<file path="config.mk">
export PLATFORM = sky130hd
export DESIGN_NAME = game_sequencer
export DESIGN_NICKNAME = d
export VERILOG_FILES = /design/src/rtl/game_sequencer.sv
export SDC_FILE = /design/constraint.sdc
export NUM_CORES = 1
export LEC_CHECK = 0
export ABC_AREA = 0
export CAP_MARGIN = 20
export CORE_ASPECT_RATIO = 1.75
export CORE_UTILIZATION = 40
export DETAILED_ROUTE_END_ITERATION = 10
export PLACE_DENSITY = 0.73
export SYNTH_ARGS = -nofsm -noshare
export SYNTH_HDL_FRONTEND = slang
export SYNTH_SLANG_ARGS = --single-unit
</file>
<file path="constraint.sdc">
create_clock -name clock -period 2.9 [get_ports clock]
set_input_delay 0.58 -clock clock [delete_from_list [all_inputs] [get_ports clock]]
set_output_delay 0.58 -clock clock [all_outputs]
set_load 0.05 [all_outputs]
</file>
<file path="src/rtl/game_sequencer.sv">
// Purpose : top-level Sokoban game FSM (title, instructions, stage select, map load, moves, clear, quit).
// Latency : all outputs are Moore decodes of registered state/registers; one-cycle state steps between strobes.
// Backpress: none; hold states wait for button release, draw states wait on internal frame/sprite counters.
//
// Ports:
//   clock, reset             system clock (rising edge), async active-high reset
//   start/cont/restart/quit/select/key_pressed   debounced buttons, high while held
//   stage_req[NUM_STAGES]    stage selector requests, bit i = stage i
//   char_empty/char_obs/char_box/box_empty/win   datapath feedback
//   ld_map, map_id           map load strobe and current stage
//   reset_valid, check_*, update_*, draw_*, clear_char, go_select   datapath / screen strobes
//   move_count, unlocked     moves in current stage, highest selectable stage
//   state                    current state encoding (states are numbered in declaration order)
module game_sequencer #(
    parameter int NUM_STAGES    = 8,
    parameter int STAGE_W       = 3,
    parameter int FRAME_PIXELS  = 19200,
    parameter int SPRITE_PIXELS = 64,
    parameter int MOVE_W        = 10
) (
    input  logic                  clock,
    input  logic                  reset,
    input  logic                  start,
    input  logic                  cont,
    input  logic                  restart,
    input  logic                  quit,
    input  logic                  select,
    input  logic                  key_pressed,
    input  logic [NUM_STAGES-1:0] stage_req,
    input  logic                  char_empty,
    input  logic                  char_obs,
    input  logic                  char_box,
    input  logic                  box_empty,
    input  logic                  win,
    output logic                  ld_map,
    output logic [STAGE_W-1:0]    map_id,
    output logic                  reset_valid,
    output logic                  check_char,
    output logic                  check_box,
    output logic                  update_char,
    output logic                  update_box,
    output logic                  draw_char,
    output logic                  draw_box,
    output logic                  clear_char,
    output logic                  draw_title,
    output logic                  draw_ins,
    output logic                  draw_clear,
    output logic                  draw_select,
    output logic                  go_select,
    output logic [MOVE_W-1:0]     move_count,
    output logic [STAGE_W-1:0]    unlocked,
    output logic [4:0]            state
);

    localparam int FRAME_W  = (FRAME_PIXELS  > 1) ? $clog2(FRAME_PIXELS)  : 1;
    localparam int SPRITE_W = (SPRITE_PIXELS > 1) ? $clog2(SPRITE_PIXELS) : 1;
    localparam logic [FRAME_W-1:0]  FRAME_LAST  = FRAME_W'(FRAME_PIXELS - 1);
    localparam logic [SPRITE_W-1:0] SPRITE_LAST = SPRITE_W'(SPRITE_PIXELS - 1);
    localparam logic [STAGE_W-1:0]  LAST_STAGE  = STAGE_W'(NUM_STAGES - 1);

    typedef enum logic [4:0] {
        TITLE, START_HOLD, DRAW_INS, INSTRUCTION, INS_HOLD, SELECT_HOLD, DRAW_SELECT,
        STAGE_SELECT, REQ_HOLD, LOAD_MAP, WAIT_MOVE, HOLD_KEY, CHECK_CHAR, CHAR_FB,
        CHECK_BOX, BOX_FB, UPDATE_BOX, DRAW_BOX, CLEAR_CHAR, UPDATE_CHAR, DRAW_CHAR,
        WIN_CHECK, DRAW_CLEAR, CLEAR, CONT_HOLD, DRAW_TITLE, RESTART_HOLD, QUIT_HOLD
    } state_t;

    state_t                state_r, state_nx;
    logic [STAGE_W-1:0]    map_id_r, map_nx;
    logic [STAGE_W-1:0]    pending_r;
    logic [STAGE_W-1:0]    unlocked_r;
    logic [MOVE_W-1:0]     move_r;
    logic [FRAME_W-1:0]    frame_cnt;
    logic [SPRITE_W-1:0]   sprite_cnt;
    logic                  frame_done, sprite_done;
    logic                  req_vld;
    logic [STAGE_W-1:0]    req_idx;

    function automatic logic is_frame(input state_t s);
        return s inside {DRAW_INS, DRAW_SELECT, LOAD_MAP, DRAW_CLEAR, DRAW_TITLE};
    endfunction

    function automatic logic is_sprite(input state_t s);
        return s inside {DRAW_BOX, CLEAR_CHAR, DRAW_CHAR};
    endfunction

    assign frame_done  = (frame_cnt == FRAME_LAST);
    assign sprite_done = (sprite_cnt == SPRITE_LAST);

    // Lowest-index request wins; anything above the unlocked stage is not selectable.
    always_comb begin
        req_vld = 1'b0;
        req_idx = '0;
        for (int i = NUM_STAGES - 1; i >= 0; i--) begin
            if (stage_req[i] && (i <= int'(unlocked_r))) begin
                req_vld = 1'b1;
                req_idx = STAGE_W'(i);
            end
        end
    end

    always_comb begin
        state_nx = state_r;
        map_nx   = map_id_r;
        case (state_r)
            TITLE: begin
                if (select)     state_nx = SELECT_HOLD;
                else if (start) state_nx = START_HOLD;
            end
            START_HOLD:   if (!start) state_nx = DRAW_INS;
            DRAW_INS:     if (frame_done) state_nx = INSTRUCTION;
            INSTRUCTION:  if (start) state_nx = INS_HOLD;
            INS_HOLD: begin
                if (!start) begin
                    state_nx = LOAD_MAP;
                    map_nx   = '0;
                end
            end
            SELECT_HOLD:  if (!select) state_nx = DRAW_SELECT;
            DRAW_SELECT:  if (frame_done) state_nx = STAGE_SELECT;
            STAGE_SELECT: if (req_vld) state_nx = REQ_HOLD;
            REQ_HOLD: begin
                if (stage_req == '0) begin
                    state_nx = LOAD_MAP;
                    map_nx   = pending_r;
                end
            end
            LOAD_MAP:     if (frame_done) state_nx = WAIT_MOVE;
            WAIT_MOVE: begin
                if (restart)          state_nx = RESTART_HOLD;
                else if (key_pressed) state_nx = HOLD_KEY;
            end
            HOLD_KEY:     if (!key_pressed) state_nx = CHECK_CHAR;
            CHECK_CHAR:   state_nx = CHAR_FB;
            CHAR_FB: begin
                if (char_empty)    state_nx = CLEAR_CHAR;
                else if (char_box) state_nx = CHECK_BOX;
                else if (char_obs) state_nx = WAIT_MOVE;
                // No flag at all: treat as blocked rather than stall waiting for feedback.
                else               state_nx = WAIT_MOVE;
            end
            CHECK_BOX:    state_nx = BOX_FB;
            BOX_FB:       state_nx = box_empty ? UPDATE_BOX : WAIT_MOVE;
            UPDATE_BOX:   state_nx = DRAW_BOX;
            DRAW_BOX:     if (sprite_done) state_nx = CLEAR_CHAR;
            CLEAR_CHAR:   if (sprite_done) state_nx = UPDATE_CHAR;
            UPDATE_CHAR:  state_nx = DRAW_CHAR;
            DRAW_CHAR:    if (sprite_done) state_nx = WIN_CHECK;
            WIN_CHECK:    state_nx = win ? DRAW_CLEAR : WAIT_MOVE;
            DRAW_CLEAR:   if (frame_done) state_nx = CLEAR;
            CLEAR:        if (cont) state_nx = CONT_HOLD;
            CONT_HOLD: begin
                if (!cont) begin
                    if (map_id_r == LAST_STAGE) begin
                        state_nx = DRAW_TITLE;
                    end else begin
                        state_nx = LOAD_MAP;
                        map_nx   = map_id_r + 1'b1;
                    end
                end
            end
            DRAW_TITLE:   if (frame_done) state_nx = TITLE;
            RESTART_HOLD: if (!restart) state_nx = LOAD_MAP;
            QUIT_HOLD:    if (!quit) state_nx = DRAW_TITLE;
            default:      state_nx = TITLE;
        endcase

        // Quit overrides every transition outside the title flow.
        if (quit && !(state_r inside {TITLE, DRAW_TITLE, QUIT_HOLD})) begin
            state_nx = QUIT_HOLD;
            map_nx   = map_id_r;
        end
    end

    always_ff @(posedge clock or posedge reset) begin
        if (reset) begin
            state_r    <= TITLE;
            map_id_r   <= '0;
            pending_r  <= '0;
            unlocked_r <= '0;
            move_r     <= '0;
            frame_cnt  <= '0;
            sprite_cnt <= '0;
        end else begin
            state_r  <= state_nx;
            map_id_r <= map_nx;

            // Counters restart on entry to a counting state and read 0 everywhere else.
            if (is_frame(state_nx) && (state_nx == state_r)) frame_cnt <= frame_cnt + 1'b1;
            else                                             frame_cnt <= '0;
            if (is_sprite(state_nx) && (state_nx == state_r)) sprite_cnt <= sprite_cnt + 1'b1;
            else                                              sprite_cnt <= '0;

            if ((state_r == STAGE_SELECT) && req_vld) pending_r <= req_idx;

            if ((state_r == WIN_CHECK) && win && (map_id_r == unlocked_r) && (unlocked_r < LAST_STAGE))
                unlocked_r <= unlocked_r + 1'b1;

            if (state_r == LOAD_MAP)
                move_r <= '0;
            else if ((state_r == UPDATE_CHAR) && (move_r != {MOVE_W{1'b1}}))
                move_r <= move_r + 1'b1;
        end
    end

    assign ld_map      = (state_r == LOAD_MAP);
    assign reset_valid = (state_r == WAIT_MOVE);
    assign check_char  = (state_r == CHECK_CHAR);
    assign check_box   = (state_r == CHECK_BOX);
    assign update_char = (state_r == UPDATE_CHAR);
    assign update_box  = (state_r == UPDATE_BOX);
    assign draw_char   = (state_r == DRAW_CHAR);
    assign draw_box    = (state_r == DRAW_BOX);
    assign clear_char  = (state_r == CLEAR_CHAR);
    assign draw_title  = (state_r == DRAW_TITLE);
    assign draw_ins    = (state_r == DRAW_INS);
    assign draw_clear  = (state_r == DRAW_CLEAR);
    assign draw_select = (state_r == DRAW_SELECT);
    assign go_select   = (state_r == STAGE_SELECT);
    assign map_id      = map_id_r;
    assign unlocked    = unlocked_r;
    assign move_count  = move_r;
    assign state       = state_r;

endmodule

</file>
# [After elaboration in Yosys (flattened, before gate mapping)]
# Index checks and enable logic that the tools add are counted.
[totals] latchBits=0 n_memories=0 rom_bits=0 register_bits=45 output_inout_bits=35 ram_bits=0
[classes] n_bitwise=1 div=0 n_addsub=5 magnitude_cmp=8 n_eq_ne=45 multipliers=0 n_reduce_logical=24 mux=55 n_shift=0
[ops] op="$mux 5" n=28
[ops] op="$pmux 5 s28" n=1
[ops] op="$eq 5x5->1 const B" n=17
[ops] op="$eq 5x4->1 const B" n=9
[ops] op="$mux 3" n=13
[ops] op="$eq 5x3->1 const B" n=5
[ops] op="$mux 10" n=2
[ops] op="$add 15x1->15 const B" n=1
[ops] op="$eq 15x15->1 const B" n=1
[ops] op="$eq 5x2->1 const B" n=3
[ops] op="$logic_and 1x1->1" n=15
[ops] op="$mux 15" n=1
[ops] op="$le 3x3->1 const A" n=4
[ops] op="$add 10x1->10 const B" n=1
[ops] op="$ne 10x10->1 const B" n=1
[ops] op="$pmux 3 s3" n=1
[ops] op="$reduce_bool 3->1" n=3
[ops] op="$logic_not 8->1" n=1
[ops] op="$mux 1" n=8
[ops] op="$ne 2x2->1 const B" n=4
[ops] op="$add 3x1->3 const B" n=2
[ops] op="$add 6x1->6 const B" n=1
[ops] op="$eq 6x6->1 const B" n=1
[ops] op="$le 2x3->1 const A" n=2
[ops] op="other kinds (13)" n=13

# [Longest topological paths before layout]
[logic_depth] word_depth=17 ltp_mapped=12 depth_no_buf=10

# [Worst setup path before layout]
# OpenSTA, ideal clock, no wires.
[synth_path] kind="register to register" startpoint="register unlocked_r[0] (netlist: unlocked[0])" endpoint="register frame_cnt[11]" arrival_ns=3.374 required_time_ns=2.820 stages_incl_launch_ff=13 path_buffers=2 slack_ns=-0.555 cell_sequence="dfrtp_1 > clkbuf_1 > inv_1 > ha_1 > a221o_1 > a211oi_1 > and4_1 > nand3b_1 > nor3_2 > or3_4 > o22a_4 > buf_6 > nor3_2"
[synth_between] elab_chain_len=17 elab_cells_between_ends=34 cone_classes="7 x order compare; 6 x eq/ne; 12 x mux; 9 x reduce/logical"
[synth_rtl] item="start: declaration" line="71" rtl="logic [STAGE_W-1:0] unlocked_r;"
[synth_rtl] item="start signal: assignment" line="197" rtl="unlocked_r <= unlocked_r + 1'b1;"
[synth_rtl] item="$le 3x3->1" line="95" rtl="if (stage_req[i] && (i <= int'(unlocked_r))) begin"
[synth_rtl] item="$logic_and 1x1->1" line="95"
[synth_rtl] item="$mux 1 (6 in a row)" line="95"
[synth_rtl] item="$mux 1 (*) (2 in a row)" line="95"
[synth_rtl] item="$mux 5 (*)" line="121" rtl="STAGE_SELECT: if (req_vld) state_nx = REQ_HOLD;"
[synth_rtl] item="$pmux 5 s28 (*)" line="105" rtl="case (state_r)"
[synth_rtl] item="$mux 5 (*)" line="169" rtl="if (quit && !(state_r inside {TITLE, DRAW_TITLE, QUIT_HOLD})) begin"
[synth_rtl] item="$eq 5x2->1, or another cell as far along" line="80" rtl="return s inside {DRAW_INS, DRAW_SELECT, LOAD_MAP, DRAW_CLEAR, DRAW_TITLE};"
[synth_rtl] item="$reduce_bool 5->1" line="80"
[synth_rtl] item="$logic_and 1x1->1 (*)" line="189" rtl="if (is_frame(state_nx) && (state_nx == state_r)) frame_cnt <= frame_cnt + 1'b1;"
[synth_rtl] item="$mux 15 (*)" line="189"
[synth_rtl] item="end signal: assignment" line="189"
[synth_rtl] item="end: declaration" line="73" rtl="logic [FRAME_W-1:0] frame_cnt;"
# Every way passes the cells marked *; elsewhere a longest branch is shown, timed or not.
# A chain may end at the register's enable or synchronous reset.

# [Worst setup path after layout]
[layout_path] startpoint="input stage_req[6]" endpoint="register sprite_cnt[2]"
[layout_between] elab_chain_len=15 elab_cells_between_ends=20 cone_classes="4 x eq/ne; 12 x mux; 4 x reduce/logical"
[layout_rtl] item="start: declaration" line="29" rtl="input logic [NUM_STAGES-1:0] stage_req,"
[layout_rtl] item="$logic_and 1x1->1" line="95"
[layout_rtl] item="$mux 1 (7 in a row)" line="95"
[layout_rtl] item="$mux 5" line="121"
[layout_rtl] item="$pmux 5 s28 (*)" line="105"
[layout_rtl] item="$mux 5 (*)" line="169"
[layout_rtl] item="$eq 5x5->1" line="84" rtl="return s inside {DRAW_BOX, CLEAR_CHAR, DRAW_CHAR};"
[layout_rtl] item="$reduce_bool 3->1" line="84"
[layout_rtl] item="$logic_and 1x1->1 (*)" line="191" rtl="if (is_sprite(state_nx) && (state_nx == state_r)) sprite_cnt <= sprite_cnt + 1'b1;"
[layout_rtl] item="$mux 6 (*)" line="191"
[layout_rtl] item="end signal: assignment" line="191"
[layout_rtl] item="end: declaration" line="74" rtl="logic [SPRITE_W-1:0] sprite_cnt;"
# Marks and branches as above.

==> reports/metrics.csv <==
metric;value;unit
place_inst;615;
dpl.hpwl;7650;µm
period_needed;2.99;ns
die-area;0.00910;mm²
globalRouteTotalUtil;23.2;%
maxSlewHeadroom;36.3;%
drive_above_1_share;31.7;%
syn_area_per_cell;8.52;µm²
cp-start-kind;primary input;
cp_common_cell;or4_4;
finalCritPeriodShare;103;%
setup-violations-final;20;
tritoncts;yes;
switchingPower;2450;µW
ys_seq_elements;45;
ant_nets;0;
htreeDepth;2;
synth_top_flop_cell;dfrtp_1;
portBuffers;54;
drtIter0Drc;324;
synth_edf_count;0;
synth_area;0.00348;mm²
violations;negative setup slack;
arrival;3.21;ns
swShare;50.2;%
slowest_delay;0.51;ns
via_count;3723;
yosysWarnings;0;
core_area;0.00837;mm²
crit_buf_inv;1;
slew_viol_final;0;
rsz0062_at_grt;yes;
io_pins;56;
cts.sinks;45;
path_class;primary input to flop;
tightestPinTransition;0.949;ns
grt_overflow;0;
finalWorstSetupSlack;-0.0904;ns
cp_max_fo;6;
grt_start_max_net_pins;32;
power_leakage;0.00227;µW
crit_chain;buf_6 -> or4_4 -> or4_4 -> a32o_2 -> o21ai_4 -> a22oi_2 -> or3_4 -> a211o_4 -> a211oi_2;
rows;44;
grt_pass1_vias;3631;
start_util;41.6;%
synthDistinctLibCells;75;
viasPerCell;5.84;
vdd.ir_drop.worst;0.000647;V
grt_pass1_wl;16700;µm
ys_async_sr_fraction;100;%
final_cells;638;
post_drt_wl_per_cell;17.0;µm
drc;0;
fill_cells;746;
p_int;2430;µW
syn2layout_area_growth;46.4;%
tns;-0.835;ns
clkPwrFrac;12.1;%
synth-seq-area-share;32.3;%
combPwrFrac;70.9;%
chipWidth;72.6;µm
cts_root_buffer;clkbuf_16;
clk_path_buf_depth;2;
cp_slowest_cell;or4_4;
fin_skew;0.0116;ns
clkTransAtPathRegs;0.07;ns
die_h;125;µm
required;3.12;ns
clock_latency;0.30;ns
path_delay_family;simple AND/OR/NAND/NOR gates;
cts_buffers;5;
syn_nets;439;
wirelength;10800;µm
diodes;0;
synthCells;409;
nets;552;
antenna_found_initial;0;
place.gp.congestion;0.934;
hold_class;flop to flop;
status;finished with violations;
maxCapViolCount;0;
powerDensity;957;mW/mm²
clock.fmax;334;MHz
drtPass1Iterations;5;
holdBufCountCts;0;
power_frac_seq;17.0;%
hold_viol;0;
endpoint_kind;flop;
## cells in the mapped netlist, types with 5 or more instances
master	n	share of area (%)
a211oi_1	10	2.2
a21oi_1	14	2.0
a31oi_1	6	1.1
and3_1	6	1.1
buf_2	6	0.86
clkbuf_1	16	1.7
dfrtp_1	45	32
ha_1	9	3.2
inv_1	14	1.5
nand2_1	32	3.4
nand2b_1	12	2.2
nand3_1	19	2.7
nand3b_1	5	1.1
nor2_1	40	4.3
nor3_1	19	2.7
nor3_2	13	3.7
nor4_1	5	0.90
o21ai_0	14	2.0
xnor2_1	17	4.3
xor2_1	12	3.0
## worst register-to-register path, delay by kind of cell, from the launching register on
family                 cells  cell delay [ns]
and+or+nand+nor            5             1.06
AOI/OAI and AO/OA          3             0.97
DFF                        1             0.49
buffers and inverters      2             0.35
## sequential cells by signal (all words and copies together) (netlist names)
name	flops
frame_cnt	15
move_count	10
sprite_cnt	6
state	5
map_id	3
pending_r	3
unlocked	3
## cell usage in the layout, fill, tap and decap left out, types with 7 or more instances in the layout
cell type | netlist | final
ha_1 | 9 | 8
nand2_1 | 32 | 31
xnor2_1 | 17 | 17
nand3_1 | 19 | 17
xor2_1 | 12 | 12
nor3_1 | 19 | 15
clkdlybuf4s50_1 | 0 | 30
dfrtp_1 | 45 | 39
nor3_4 | 0 | 10
buf_4 | 0 | 79
o21ai_0 | 14 | 14
a211oi_2 | 0 | 7
nand2b_1 | 12 | 12
inv_1 | 14 | 11
nor3_2 | 13 | 7
nor2_1 | 40 | 39
dlymetal6s2s_1 | 0 | 9
a21oi_1 | 14 | 12
## path summary, 6_finish.rpt
| path | startpoint | to | slack, ns | cells after the start |
|---|---|---|---|---|
| min reg2reg | sprite_cnt[0] | sprite_cnt[0] | 0.48 | 1 |
| max reg2reg | state[1] | frame_cnt[1] | -0.07 | 10 |
| min | sprite_cnt[0] | sprite_cnt[0] | 0.48 | 1 |
| min in group asynchronous | reset | frame_cnt[8] | 0.68 | 2 |
| max | stage_req[6] | sprite_cnt[2] | -0.09 | 9 |
| max in group asynchronous | reset | unlocked[0] | 1.56 | 3 |
## timing repair
item,4_1_cts,5_1_grt
gates resized for setup,26,44
hold endpoints to repair,0,0
pin swaps,10,26
buffers inserted,0,14
cloned,0,1
endpoints found under the setup margin,22,23
## layout make-up
type | count | area [µm²] | share of cell area, %
clock buffers | 5 | 125 | 2.45
clock inverters | 3 | 25.0 | 0.491
inverters | 15 | 61.3 | 1.20
multi-input cells | 324 | 2440 | 47.8
flip-flops and latches | 45 | 1130 | 22.2
well taps | 115 | 144 | 2.82
repair buffers | 131 | 1170 | 23.0
## cell families (layout without fill, tap and decap cells)
family,after synthesis,after routing,synth area share (%)
flip-flops,45,45,32.3
XOR/XNOR,29,29,7.29
adder cells (fa/ha/maj),9,9,3.23
multiplexers,6,6,1.87
AND/OR/NAND/NOR,187,187,30.7
buffers and inverters,40,154,4.95
AO/OA/AOI/OAI,93,93,19.6
## stage by stage
| step | instance area (µm²) | utilization, % | setup WS [ns] | hold slack [ns] | power (µW) |
|---|---|---|---|---|---|
| finish | 5100 | 60.9 | -0.0904 | 0.483 | 4880 |
| global placement | 4580 | 54.7 | -0.670 | 0.455 | 3670 |
| detailed placement | 4580 | 54.7 | -0.773 | 0.461 | 3730 |
| global route | 5100 | 60.9 | -0.150 | 0.501 | 5140 |
| floorplan | 3570 | - | -0.0979 | 0.434 | 2770 |
| CTS | 4780 | 57.1 | -0.224 | 0.475 | 4400 |
## power groups by stage
stage	Combinational (µW)	Clock (µW)	Sequential [µW]
finish	3460	591	828
global route	3680	624	838
CTS	2950	599	842
detailed placement	2870	0	854
global placement	2830	0	846
floorplan	1760	0	1010
## routing by layer
metal | up-vias | part of all wire [%] | global-route usage [%]
li1 | 1745 | - | -
met1 | 1793 | 37 | 25.5
met2 | 150 | 55 | 43.0
met3 | 35 | 4.4 | 2.98
met4 | 0 | 3.6 | 10.1
met5 | - | 0 | 0
Note: power is estimated with default switching activity, not from simulation.
